===== src/rtl/mux_rr_arbiter.sv =====
// Round-robin arbiter driving a registered 4:1 DW-bit mux. A hold limit forces
// rotation while other lanes wait; an uncontended lane keeps the output forever.
module mux_rr_arbiter #(
  parameter int DW       = 2,
  parameter int MAX_HOLD = 8
) (
  input  logic            clk,
  input  logic            rst,
  input  logic [3:0]      req,
  input  logic [4*DW-1:0] data,
  output logic [3:0]      gnt,
  output logic [1:0]      sel,
  output logic [DW-1:0]   f,
  output logic            f_valid,
  output logic            busy
);

  typedef enum logic {IDLE, GRANT} state_t;

  localparam logic [7:0] HOLD_LAST = 8'(MAX_HOLD - 1);

  state_t          state_q, state_d;
  logic [1:0]      sel_q, sel_d;
  logic [1:0]      ptr_q, ptr_d;
  logic [7:0]      hold_q, hold_d;
  logic [3:0]      gnt_q, gnt_d;
  logic [DW-1:0]   f_q, f_d;
  logic            f_valid_q, f_valid_d;

  logic [DW-1:0]   lane [4];
  logic [1:0]      cur;
  logic [3:0]      others;
  logic            release_grant;

  for (genvar i = 0; i < 4; i++) begin : g_lane
    assign lane[i] = data[DW*i +: DW];
  end

  // First requesting lane scanning p, p+1, p+2, p+3 (mod 4).
  function automatic logic [1:0] pick(input logic [3:0] r, input logic [1:0] p);
    logic [1:0] idx;
    pick = p;
    for (int k = 3; k >= 0; k--) begin
      idx = p + 2'(k);
      if (r[idx]) pick = idx;
    end
  endfunction

  always_comb begin
    state_d       = state_q;
    sel_d         = sel_q;
    ptr_d         = ptr_q;
    hold_d        = hold_q;
    f_d           = f_q;
    f_valid_d     = 1'b0;
    cur           = sel_q;
    others        = req & ~(4'b0001 << cur);
    release_grant = 1'b0;

    case (state_q)
      IDLE: begin
        if (req != 4'b0000) begin
          sel_d   = pick(req, ptr_q);
          state_d = GRANT;
          hold_d  = '0;
        end
      end
      GRANT: begin
        if (req[cur]) begin
          f_d       = lane[cur];
          f_valid_d = 1'b1;
        end
        release_grant = !req[cur] || ((others != 4'b0000) && (hold_q == HOLD_LAST));
        if (release_grant) begin
          ptr_d = cur + 2'd1;
          if (others != 4'b0000) begin
            // Handover without an IDLE cycle keeps f_valid continuous.
            sel_d  = pick(req, cur + 2'd1);
            hold_d = '0;
          end else begin
            state_d = IDLE;
          end
        end else if (hold_q != HOLD_LAST) begin
          hold_d = hold_q + 8'd1;
        end
      end
      default: state_d = IDLE;
    endcase

    gnt_d = (state_d == GRANT) ? (4'b0001 << sel_d) : 4'b0000;
  end

  always_ff @(posedge clk or negedge rst) begin
    if (!rst) begin
      state_q   <= IDLE;
      sel_q     <= '0;
      ptr_q     <= '0;
      hold_q    <= '0;
      gnt_q     <= '0;
      f_q       <= '0;
      f_valid_q <= 1'b0;
    end else begin
      state_q   <= state_d;
      sel_q     <= sel_d;
      ptr_q     <= ptr_d;
      hold_q    <= hold_d;
      gnt_q     <= gnt_d;
      f_q       <= f_d;
      f_valid_q <= f_valid_d;
    end
  end

  assign gnt     = gnt_q;
  assign sel     = sel_q;
  assign f       = f_q;
  assign f_valid = f_valid_q;
  assign busy    = (state_q == GRANT);

endmodule


===== config.mk =====
export PLATFORM = sky130hd
export DESIGN_NAME = mux_rr_arbiter
export DESIGN_NICKNAME = d
export VERILOG_FILES = /design/src/rtl/mux_rr_arbiter.sv
export SDC_FILE = /design/constraint.sdc
export NUM_CORES = 1
export LEC_CHECK = 0
export BUFFER_PORTS_ARGS = -buffer_cell sky130_fd_sc_hd__buf_2
export CORE_MARGIN = 5
export CORE_UTILIZATION = 30
export CTS_BUF_LIST = sky130_fd_sc_hd__clkbuf_8
export CTS_CLUSTER_SIZE = 30
export DETAILED_ROUTE_END_ITERATION = 16
export GPL_ROUTABILITY_DRIVEN = 0
export GPL_TIMING_DRIVEN = 0
export PLACE_DENSITY = 0.58
export SYNTH_ARGS = -nofsm -noshare
export SYNTH_HDL_FRONTEND = slang
export SYNTH_SLANG_ARGS = --single-unit

===== constraint.sdc =====
create_clock -name clk -period 2.65 [get_ports clk]
set_clock_uncertainty 0.15 [all_clocks]
set_input_delay 0 -clock clk [delete_from_list [all_inputs] [get_ports clk]]
set_output_delay 0 -clock clk [all_outputs]
set_load 0.01 [all_outputs]

==> reports/results.md, run 1 <==
| Quantity | This run |
|---|---|
| Run status | finished, final reports clean |
| Clock tree from TritonCTS | done |
| Pwr Density | 995 mW/mm² |
| Worst hold-check path type | input port to flop |
| Count of input and output buffers | 22 |
| Hold WS | 0.0540 ns |
| Routed vias/inst | 5.27 |
| Setup-failing EPs final | 0 |
| Yosys Warn Count | 0 |
| Critical-path maximum fanout | 8 |
| Pre-CTS WS | 0.0723 ns |
| Area of the core | 0.00429 mm² |
| Final instance area | 0.00156 mm² |
| Routed vias | 1118 |
| Pin count of the biggest net entering global routing | 21 |
| First-pass GRT wire length | 5020 µm |
| Library cells used by synthesis | 47 |
| Number of enable-type register cells in the synthesized netlist | 0 |
| Class of the most critical setup path | flop to flop |
| Reg2reg start | sel[0] |
| ANT cells | 0 |
| Synthesis-stage register bit count | 20 |
| Post-route setup slack | 0.117 ns |
| Deepest clock path buffer count | 2 |
| TritonCTS buffer count | 3 |
| Source of the worst hold timing path | data[5] |
| Unrepaired setup endpoints after global routing | no |
| Crit end category | flop |
| Average footprint of a synthesized cell | 9.80 µm² |
| Initial Utilization | 30.4% |
| Total negative slack for setup checks | 0 ns |
| Worst Path Required | 2.64 ns |
| Die outline height | 75.9 µm |
| Die boundary width | 75.9 µm |
| Total Die Area | 0.00576 mm² |
| CP Launch Point | sel[0] |
| Endpoints failing hold | 0 |
| Antenna violations before repair | 0 |
| Max transition margin | 70.6% |
| Reported leakage power | 0.693 nW |
| Insertion delay to the later sink of the worst-skew pair | 0.26 ns |
| Final cycle utilization of the critical path | 95.6% |
| Total DRC errors in the routed layout | 0 |
| Antenna violation net count after detailed routing | 0 |
| Share of layout cells above drive strength 1 | 33.1% |
| Mapped Area | 0.00130 mm² |
| Crit start category | flop |
| Clock Tree Root | sky130_fd_sc_hd__clkbuf_8 |
| Cells after DPL | 207 |
| Slew @ Worst Pin | 0.438 ns |
| Rows | 24 |
| Average wire per cell in the routed design | 13.9 µm |
| MaxCap Viol Count | 0 |
| Final critical path time including I/O delays and setup | 2.53 ns |
| 1st-iter DRT viols | 38 |
| Area Overhead vs Synth | 19.3% |
| Clock sink count | 20 |
| Max Fclk | 395 MHz |
| Final count of pins violating max slew | 0 |
| Overflow after GRT | 0 |
| Combined global-route utilization of all metal layers | 10.3% |
| Synthesized instance count | 133 |
| Share of synthesized flip-flops with an asynchronous set or reset | 100% |
| DRT Wirelength | 2940 µm |
| Peak VDD IR | 0.000223 V |
| Dominant synthesized flop cell | sky130_fd_sc_hd__dfrtp_1 |
| Count of boundary I/O pins | 24 |
| Clock transition at the register clock pins on the worst setup and hold paths after CTS | 0.07 ns |
| Crit path arrival time | 2.52 ns |
| First-pass iteration count of the detailed router | 4 |
| Synthesized netlist net count | 152 |
| Placed cell area | 0.00148 mm² |
| Finished Layout Cells | 212 |
| HPWL after DPL | 2260 µm |
| Final Net Count | 180 |
| Max H-tree Level | 1 |
| Sequential share of the synthesized area | 38.4% |
| Vias in the first global route | 1037 |
[cells in the mapped netlist (2+ instances only)]
library cell,instances,area (µm²)
sky130_fd_sc_hd__or3_1,4,25.0
sky130_fd_sc_hd__nor2_1,6,22.5
sky130_fd_sc_hd__ha_1,5,62.6
sky130_fd_sc_hd__inv_1,7,26.3
sky130_fd_sc_hd__a21boi_0,2,15.0
sky130_fd_sc_hd__nand3_1,6,30.0
sky130_fd_sc_hd__o21ai_0,10,50.1
sky130_fd_sc_hd__dfrtp_1,20,500
sky130_fd_sc_hd__nor3_1,3,15.0
sky130_fd_sc_hd__mux2_2,5,56.3
sky130_fd_sc_hd__buf_2,5,25.0
sky130_fd_sc_hd__a21oi_1,9,45.0
sky130_fd_sc_hd__nand2b_1,7,43.8
sky130_fd_sc_hd__nor2b_1,3,18.8
sky130_fd_sc_hd__mux4_2,3,67.6
sky130_fd_sc_hd__and3_1,2,12.5
sky130_fd_sc_hd__nand2_1,6,22.5
[registers in the layout, summed over array words and instances, names as in the netlist]
name	count
busy	1
f	2
f_valid	1
gnt	4
hold_q	8
ptr_q	2
sel	2
[per-layer routing]
| metal | wire (µm) | up-vias | part of all wire, % | GRT usage (%) |
|---|---|---|---|---|
| met4 | 34 | 0 | 1.2 | 3.20 |
| met2 | 1540 | 17 | 52 | 17.7 |
| met3 | 78 | 2 | 2.7 | 1.78 |
| met5 | 0 | - | 0 | 0 |
| met1 | 1280 | 554 | 44 | 13.1 |
| li1 | - | 545 | - | - |
[path summary, 6_finish.rpt]
kind | endpoint | slack, ns | depth (start not counted)
max | gnt[1] | 0.12 | 8
min | f[1] | 0.05 | 3
max reg2reg | gnt[1] | 0.12 | 8
min reg2reg | f[1] | 0.38 | 1
max in group asynchronous | sel[0] | 1.97 | 2
min in group asynchronous | hold_q[5] | 0.07 | 2
[metrics by stage]
stage / util [%] / power [mW]
2_1_floorplan: - / 1.09
3_3_place_gp: 34.4 / 1.28
3_5_place_dp: 34.4 / 1.31
4_1_cts: 36.0 / 1.55
5_1_grt: 36.2 / 1.68
6_report: 36.2 / 1.55
[cell type report]
cell class,instances,area (µm²)
Fill cell,428,2740
Multi-Input combinational cell,98,744
Sequential cell,20,500
Timing Repair Buffer,23,120
Tap cell,52,65.1
Clock buffer,4,55.1
Buffer,7,40.0
Inverter,8,30.0
[report_power, final]
part	switching (mW)	total [mW]	internal (mW)
clock network	0.101	0.233	0.132
logic	0.416	0.816	0.400
registers	0.0880	0.498	0.410
[placed cells by master (no fill, tap or decap), types with 2 or more instances in the layout]
master and count:
sky130_fd_sc_hd__o21ai_0 10, sky130_fd_sc_hd__a21boi_0 2, sky130_fd_sc_hd__ha_1 4, sky130_fd_sc_hd__clkbuf_8 4
sky130_fd_sc_hd__nor2_1 6, sky130_fd_sc_hd__nand2_1 6, sky130_fd_sc_hd__dfrtp_1 20, sky130_fd_sc_hd__mux2_2 5
sky130_fd_sc_hd__nor2b_1 3, sky130_fd_sc_hd__nor3_1 3, sky130_fd_sc_hd__or3_1 4, sky130_fd_sc_hd__mux4_2 3
sky130_fd_sc_hd__a21oi_1 9, sky130_fd_sc_hd__buf_2 27, sky130_fd_sc_hd__inv_1 7, sky130_fd_sc_hd__and3_1 2
sky130_fd_sc_hd__nand2b_1 7, sky130_fd_sc_hd__nand3_1 6
[critical path: stages, from the launching register on]
cell,delay [ns]
sky130_fd_sc_hd__dfrtp_1,0.41
sky130_fd_sc_hd__buf_6,0.17
sky130_fd_sc_hd__inv_1,0.09
sky130_fd_sc_hd__ha_2,0.39
sky130_fd_sc_hd__or3b_2,0.45
sky130_fd_sc_hd__o2111ai_1,0.10
sky130_fd_sc_hd__o21ai_0,0.15
sky130_fd_sc_hd__o221a_4,0.29
sky130_fd_sc_hd__and3_2,0.21
[logic make-up after synthesis]
kind of cell               count (synthesis)  synth area share, %
AOI/OAI and AO/OA                         36                 20.5
adders and majority gates                  5                 4.80
buffers and inverters                     15                 5.09
DFF                                       20                 38.4
muxes                                      8                 9.50
and+or+nand+nor                           49                 21.7
[what timing repair did]
action | in CTS | in global routing
setup buffers | 0 | 0
hold buffers | 1 | 0
setup endpoints to repair | 0 | 5
endpoints found under the hold margin | 20 | 0
resized for setup | 0 | 3
No activity file was read; power rests on OpenSTA's default activity.
==> inputs of run 2 (changes only) <==
==> config.mk (replaced) <==
export PLATFORM = sky130hd
export DESIGN_NAME = mux_rr_arbiter
export DESIGN_NICKNAME = d
export VERILOG_FILES = /design/src/rtl/mux_rr_arbiter.sv
export SDC_FILE = /design/constraint.sdc
export NUM_CORES = 1
export LEC_CHECK = 0
export CORE_MARGIN = 5
export CORE_UTILIZATION = 30
export CTS_BUF_LIST = sky130_fd_sc_hd__clkbuf_8
export CTS_CLUSTER_SIZE = 30
export DETAILED_ROUTE_END_ITERATION = 16
export DONT_BUFFER_PORTS = 1
export GPL_ROUTABILITY_DRIVEN = 0
export GPL_TIMING_DRIVEN = 0
export PLACE_DENSITY = 0.54
export SYNTH_ARGS = -nofsm -noshare
export SYNTH_HDL_FRONTEND = slang
export SYNTH_SLANG_ARGS = --single-unit
==> run 2 against run 1 <==
Die area unchanged. Final cell count decreased by 9.0%. Largest power group unchanged. Critical endpoint is now hold_q[7]. Largest cell class unchanged. Fmax decreased by 0.66%.
==> reports/results.md, run 2 (same netlist as run 1, synthesis figures left out) <==
| Quantity | This run |
|---|---|
| Average wire per cell in the routed design | 15.8 µm |
| Unrepaired setup endpoints after global routing | no |
| TritonCTS buffer count | 3 |
| Combined global-route utilization of all metal layers | 10.5% |
| Antenna violations before repair | 0 |
| Area Overhead vs Synth | 13.1% |
| Clock transition at the register clock pins on the worst setup and hold paths after CTS | 0.07 ns |
| Pwr Density | 1020 mW/mm² |
| Max Fclk | 392 MHz |
| Run status | finished, final reports clean |
| Final cycle utilization of the critical path | 96.2% |
| Share of layout cells above drive strength 1 | 22.7% |
| Final instance area | 0.00148 mm² |
| Die outline height | 75.9 µm |
| Vias in the first global route | 1004 |
| Area of the core | 0.00429 mm² |
| Antenna violation net count after detailed routing | 0 |
| Grt peak-use layer | met2 |
| Pin count of the biggest net entering global routing | 21 |
| M2 GR Usage | 18.4% |
| Max H-tree Level | 1 |
| First-pass iteration count of the detailed router | 4 |
| Critical-path maximum fanout | 8 |
| Die boundary width | 75.9 µm |
| Routed vias | 1070 |
| Worst hold-check path type | input port to async pin |
| Peak VDD IR | 0.000420 V |
| Slew @ Worst Pin | 0.894 ns |
| Insertion delay to the later sink of the worst-skew pair | 0.25 ns |
| Overflow after GRT | 0 |
| Number of setup buffers added after CTS | 0 |
| DRT Wirelength | 3040 µm |
| Reported leakage power | 0.611 nW |
| Total DRC errors in the routed layout | 0 |
| Global-route met3 utilization | 2.49% |
| Crit start category | flop |
| Placed cell area | 0.00137 mm² |
| Most common library cell in the layout ignoring fill and taps | sky130_fd_sc_hd__dfrtp_1 |
| Top library cells by usage in the layout, fill and taps aside | sky130_fd_sc_hd__dfrtp_1, sky130_fd_sc_hd__o21ai_0, sky130_fd_sc_hd__a21oi_1, sky130_fd_sc_hd__inv_1, sky130_fd_sc_hd__nand2b_1 |
| Routed vias/inst | 5.54 |
| Utilization of the core after routing | 34.4% |
| Final critical path time including I/O delays and setup | 2.55 ns |
| Rows | 24 |
| Met1 GRT Util | 13.1% |
| Clock Tree Root | sky130_fd_sc_hd__clkbuf_8 |
| Number of flip-flops under the largest register name | 8 |
| ANT cells | 0 |
| Setup-failing EPs final | 0 |
| Count of input and output buffers | 0 |
| First-pass GRT wire length | 5040 µm |
| Count of boundary I/O pins | 24 |
| MaxCap Viol Count | 0 |
| Crit end category | flop |
| Endpoints failing hold | 0 |
| Clock tree from TritonCTS | done |
| HPWL after DPL | 2340 µm |
| Total Die Area | 0.00576 mm² |
| Class of the most critical setup path | flop to flop |
| Final count of pins violating max slew | 0 |
| Crit path arrival time | 2.57 ns |
| Deepest clock path buffer count | 2 |
| Post-layout power | 1.50 mW |
| Final Net Count | 162 |
| Initial Utilization | 30.4% |
| Max transition margin | 40.2% |
| Most flops, register | hold_q |
| Clock sink count | 20 |
| Worst Path Required | 2.67 ns |
| 1st-iter DRT viols | 66 |
## run 2: cell types whose count changed in the layout (fill, tap and decap cells not counted), sizes merged
cell         before  now
buf              28    6
clkbuf            5    4
dlygate4sd3       1    5
## run 2: worst paths after layout
check / start / endpoint / slack [ns] / cells past startpoint
worst max-delay path: sel[0] / hold_q[7] / 0.10 / 8
worst min-delay path: rst / hold_q[1] / 0.16 / 1
worst max register to register: sel[0] / hold_q[7] / 0.10 / 8
worst min register to register: hold_q[7] / hold_q[7] / 0.41 / 2
max in group asynchronous: rst / sel[0] / 1.57 / 1
min in group clk: req[1] / sel[0] / 0.20 / 3
## run 2: cell type report
cell class / count / area [µm²]
Fill cell: 433 / 2820
Timing Repair Buffer: 5 / 50.0
Clock buffer: 3 / 41.3
Sequential cell: 20 / 503
Inverter: 8 / 30.0
Buffer: 7 / 36.3
Tap cell: 52 / 65.1
Multi-Input combinational cell: 98 / 749
## run 2: report_power, final
group	leakage (nW)	switching [mW]	internal, mW
logic	0.339	0.371	0.385
clock network	0.0216	0.0910	0.101
registers	0.251	0.139	0.415
total	0.611	0.601	0.901
## run 2: critical path, stage by stage (launching register included)
cell	delay, ns
sky130_fd_sc_hd__dfrtp_2	0.43
sky130_fd_sc_hd__buf_4	0.20
sky130_fd_sc_hd__inv_1	0.12
sky130_fd_sc_hd__ha_1	0.21
sky130_fd_sc_hd__nand2b_1	0.16
sky130_fd_sc_hd__and4_1	0.25
sky130_fd_sc_hd__a31o_2	0.31
sky130_fd_sc_hd__or4_1	0.50
sky130_fd_sc_hd__a21oi_1	0.15
## run 2: metrics by stage
stage          setup WS, ns  hold slack, ns  instances  setup TNS (ns)
2_1_floorplan         0.256          -0.446        133               0
6_report              0.100           0.165        193               0
4_1_cts              0.0341           0.204        193               0
3_3_place_gp         0.0161          -0.445        185               0
5_1_grt             0.00195           0.237        193               0
3_5_place_dp        -0.0106          -0.445        185         -0.0106
## run 2: timing repair
| item | 4_1_cts | 5_1_grt |
|---|---|---|
| gates resized for setup | 1 | 4 |
| pin swaps | 0 | 1 |
| endpoints found under the hold margin | 22 | 0 |
| hold buffers | 5 | 0 |
| setup endpoints to repair | 1 | 5 |
| gates cloned | 0 | 0 |
## run 2: per-layer routing
metal,vias to the layer above,wire length [µm]
li1,510,-
met1,528,1270
met2,30,1640
met3,2,121
met4,0,14
met5,-,0
==> inputs of run 3 (changes only) <==
--- a/config.mk
+++ b/config.mk
@@ -5,6 +5,7 @@
 export SDC_FILE = /design/constraint.sdc
 export NUM_CORES = 1
 export LEC_CHECK = 0
+export ABC_AREA = 1
 export CORE_MARGIN = 5
 export CORE_UTILIZATION = 30
 export CTS_BUF_LIST = sky130_fd_sc_hd__clkbuf_8
==> run 3 against run 2 <==
Combinational power increased by 80%. Fmax up 5.2%. Largest power group unchanged. Global-route usage increased by 1.3 points. Sequential cell count unchanged. Critical path type unchanged. Setup slack improved by 0.13 ns. Total power grew 48%.
==> reports/results.md, run 3 <==
| Quantity | This run |
|---|---|
| MaxCap Viol Count | 0 |
| Insertion delay to the later sink of the worst-skew pair | 0.26 ns |
| Count of input and output buffers | 0 |
| Combined global-route utilization of all metal layers | 11.8% |
| Final critical path time including I/O delays and setup | 2.42 ns |
| Clock tree from TritonCTS | done |
| Final cycle utilization of the critical path | 91.5% |
| Pwr Density | 1300 mW/mm² |
| Max Fclk | 412 MHz |
| TritonCTS buffer count | 3 |
| Average wire per cell in the routed design | 11.4 µm |
| Share of synthesized flip-flops with an asynchronous set or reset | 100% |
| Utilization of the core after routing | 35.6% |
| Number of enable-type register cells in the synthesized netlist | 0 |
| Crit start category | flop |
| Area Overhead vs Synth | 14.3% |
| First-pass GRT wire length | 6070 µm |
| Max transition margin | 40.7% |
| Path depth of the worst reg2reg path | 16 |
| Endpoint of the worst hold path | busy |
| Total Die Area | 0.00648 mm² |
| Crit end category | flop |
| Peak VDD IR | 0.000625 V |
| HPWL after DPL | 2620 µm |
| Synthesis-stage register bit count | 20 |
| Antenna violation net count after detailed routing | 0 |
| Top library cells by usage in the layout, fill and taps aside | sky130_fd_sc_hd__nand2_1, sky130_fd_sc_hd__inv_1, sky130_fd_sc_hd__nor2_1, sky130_fd_sc_hd__dfrtp_1, sky130_fd_sc_hd__nand3_1 |
| Overflow after GRT | 0 |
| Initial Utilization | 31.2% |
| 1st-iter DRT viols | 65 |
| Most flops, register | hold_q |
| Average footprint of a synthesized cell | 6.37 µm² |
| Crit path arrival time | 2.47 ns |
| Library cells used by synthesis | 28 |
| Synth area leaders | sky130_fd_sc_hd__dfrtp_1, sky130_fd_sc_hd__nand2_1, sky130_fd_sc_hd__inv_1 |
| Vias in the first global route | 1311 |
| Area of the core | 0.00479 mm² |
| Deepest clock path buffer count | 2 |
| Most common library cells after synthesis | sky130_fd_sc_hd__nand2_1, sky130_fd_sc_hd__inv_1, sky130_fd_sc_hd__dfrtp_1 |
| Class of the most critical setup path | flop to flop |
| Rows | 25 |
| Register-to-register setup slack | 0.23 ns |
| Synthesized instance count | 234 |
| Final Net Count | 264 |
| First-pass iteration count of the detailed router | 4 |
| Sequential share of the synthesized area | 33.6% |
| Total DRC errors in the routed layout | 0 |
| Setup-failing EPs final | 0 |
| Run status | finished, final reports clean |
| Critical-path maximum fanout | 11 |
| Slew @ Worst Pin | 0.887 ns |
| Dominant synthesized flop cell | sky130_fd_sc_hd__dfrtp_1 |
| Clock sink count | 20 |
| Antenna violations before repair | 0 |
| Yosys Warn Count | 0 |
| Die boundary width | 80.5 µm |
| Unrepaired setup endpoints after global routing | no |
| Endpoints failing hold | 0 |
| ANT cells | 0 |
| Clock Tree Root | sky130_fd_sc_hd__clkbuf_8 |
| Post-layout power | 2.22 mW |
| Source of the worst hold timing path | req[3] |
| Library cell with the highest instance count after synthesis | sky130_fd_sc_hd__nand2_1 |
| Pin count of the biggest net entering global routing | 21 |
| Routed vias/inst | 4.51 |
| Share of layout cells above drive strength 1 | 9.02% |
| Number of flip-flops under the largest register name | 8 |
| Mapped Area | 0.00149 mm² |
| Final-layout fill cell count | 521 |
| Hold Path Depth | 4 |
| Worst Path Required | 2.70 ns |
| Max H-tree Level | 1 |
| Reported leakage power | 0.880 nW |
| Routed vias | 1402 |
| Worst hold-check path type | input port to flop |
| Most common library cell in the layout ignoring fill and taps | sky130_fd_sc_hd__nand2_1 |
| Share of the synthesized area in the top cell type | 33.6% |
| Synthesized netlist net count | 253 |
| Reg2reg start | sel[0] |
| Most area-hungry cell type in the Yosys netlist | sky130_fd_sc_hd__dfrtp_1 |
| Final count of pins violating max slew | 0 |
| Worst reg2reg endpoint | gnt[0] |
| Count of boundary I/O pins | 24 |
| Clock transition at the register clock pins on the worst setup and hold paths after CTS | 0.08 ns |
| Total negative slack for setup checks | 0 ns |
| Die outline height | 80.5 µm |
| DRT Wirelength | 3540 µm |
[run 3: cell count changes in the layout (fill, tap and decap cells not counted), moves of 3 or more]
| cell | previous run | this run |
|---|---|---|
| sky130_fd_sc_hd__o21ai_1 | 1 | 6 |
| sky130_fd_sc_hd__or3_1 | 4 | 0 |
| sky130_fd_sc_hd__mux4_2 | 3 | 0 |
| sky130_fd_sc_hd__nand2b_1 | 7 | 0 |
| sky130_fd_sc_hd__buf_2 | 5 | 1 |
| sky130_fd_sc_hd__nand2_1 | 6 | 99 |
| sky130_fd_sc_hd__nor2b_1 | 3 | 0 |
| sky130_fd_sc_hd__nor2_1 | 6 | 18 |
| sky130_fd_sc_hd__inv_1 | 7 | 26 |
| sky130_fd_sc_hd__nand3_1 | 6 | 14 |
| sky130_fd_sc_hd__inv_2 | 1 | 5 |
| sky130_fd_sc_hd__mux2_2 | 5 | 0 |
[run 3: final cells by class]
| class | instances | area [µm²] | share of cell area [%] |
|---|---|---|---|
| multi-input cells | 179 | 847 | 49.7 |
| flip-flops and latches | 20 | 503 | 29.5 |
| inverters | 32 | 120 | 7.05 |
| well taps | 67 | 83.8 | 4.92 |
| repair buffers | 6 | 55.1 | 3.23 |
| clock buffers | 3 | 41.3 | 2.42 |
| clock inverters | 1 | 30.0 | 1.76 |
| plain buffers | 3 | 23.8 | 1.40 |
[run 3: kinds of logic (layout without fill, tap and decap cells)]
group / Yosys count / in the layout / synth area share [%]
XOR/XNOR: 2 / 2 / 1.17
AO/OA/AOI/OAI: 28 / 28 / 11.1
AND/OR/NAND/NOR: 144 / 144 / 40.4
buffers and inverters: 35 / 45 / 9.65
flip-flops: 20 / 20 / 33.6
adder cells (fa/ha/maj): 5 / 5 / 4.19
[run 3: worst max-delay path by stage]
stage	cells after the start	start	end	slack, ns
3_3_place_gp	16	sel[0]	gnt[2]	0.08
6_report	16	sel[0]	gnt[0]	0.23
2_1_floorplan	17	sel[0]	gnt[0]	0.51
5_1_grt	16	sel[0]	gnt[2]	0.0002
3_5_place_dp	16	sel[0]	gnt[0]	0.07
4_1_cts	16	sel[0]	gnt[0]	0.05
[run 3: power breakdown]
group	internal [mW]	switching (mW)	total, mW	leakage (nW)
combinational	0.476	0.885	1.36	0.588
sequential	0.413	0.137	0.550	0.257
clock	0.202	0.105	0.307	0.0357
total	1.09	1.13	2.22	0.880
[run 3: per-layer routing]
layer | vias up | routed length [µm] | global-route usage [%]
met5 | - | 0 | 0
met4 | 0 | 8 | 1.52
met3 | 2 | 177 | 3.36
met2 | 36 | 1600 | 18.7
met1 | 614 | 1760 | 16.3
li1 | 750 | - | -
[run 3: critical path, stage by stage (launching register included)]
cell and delay, ns:
sky130_fd_sc_hd__dfrtp_2 0.48, sky130_fd_sc_hd__inv_2 0.06, sky130_fd_sc_hd__buf_6 0.14, sky130_fd_sc_hd__ha_1 0.36, sky130_fd_sc_hd__inv_1 0.21, sky130_fd_sc_hd__nand2_1 0.07
sky130_fd_sc_hd__nand2_1 0.08, sky130_fd_sc_hd__nand2_1 0.07, sky130_fd_sc_hd__nand2_1 0.08, sky130_fd_sc_hd__nand2_1 0.05, sky130_fd_sc_hd__nand2_1 0.05, sky130_fd_sc_hd__nand2_1 0.07
sky130_fd_sc_hd__nand3_1 0.07, sky130_fd_sc_hd__nand3_1 0.12, sky130_fd_sc_hd__nand2_1 0.11, sky130_fd_sc_hd__nand2_1 0.07, sky130_fd_sc_hd__nor2_1 0.10
[run 3: through the flow]
stage	instances	instance area, µm²	worst slack (ns)	hold WS (ns)
floorplan	234	1490	0.506	-0.446
global placement	301	1580	0.0783	-0.445
detailed placement	301	1580	0.0683	-0.445
CTS	310	1700	0.0452	0.0758
global route	311	1700	0.000177	0.128
finish	311	1700	0.226	0.0754
[run 3: repair_timing]
item,CTS,global route
hold buffers,5,0
endpoints found under the hold margin,22,0
setup buffers,0,1
gates resized for setup,0,2
endpoints found under the setup margin,0,5
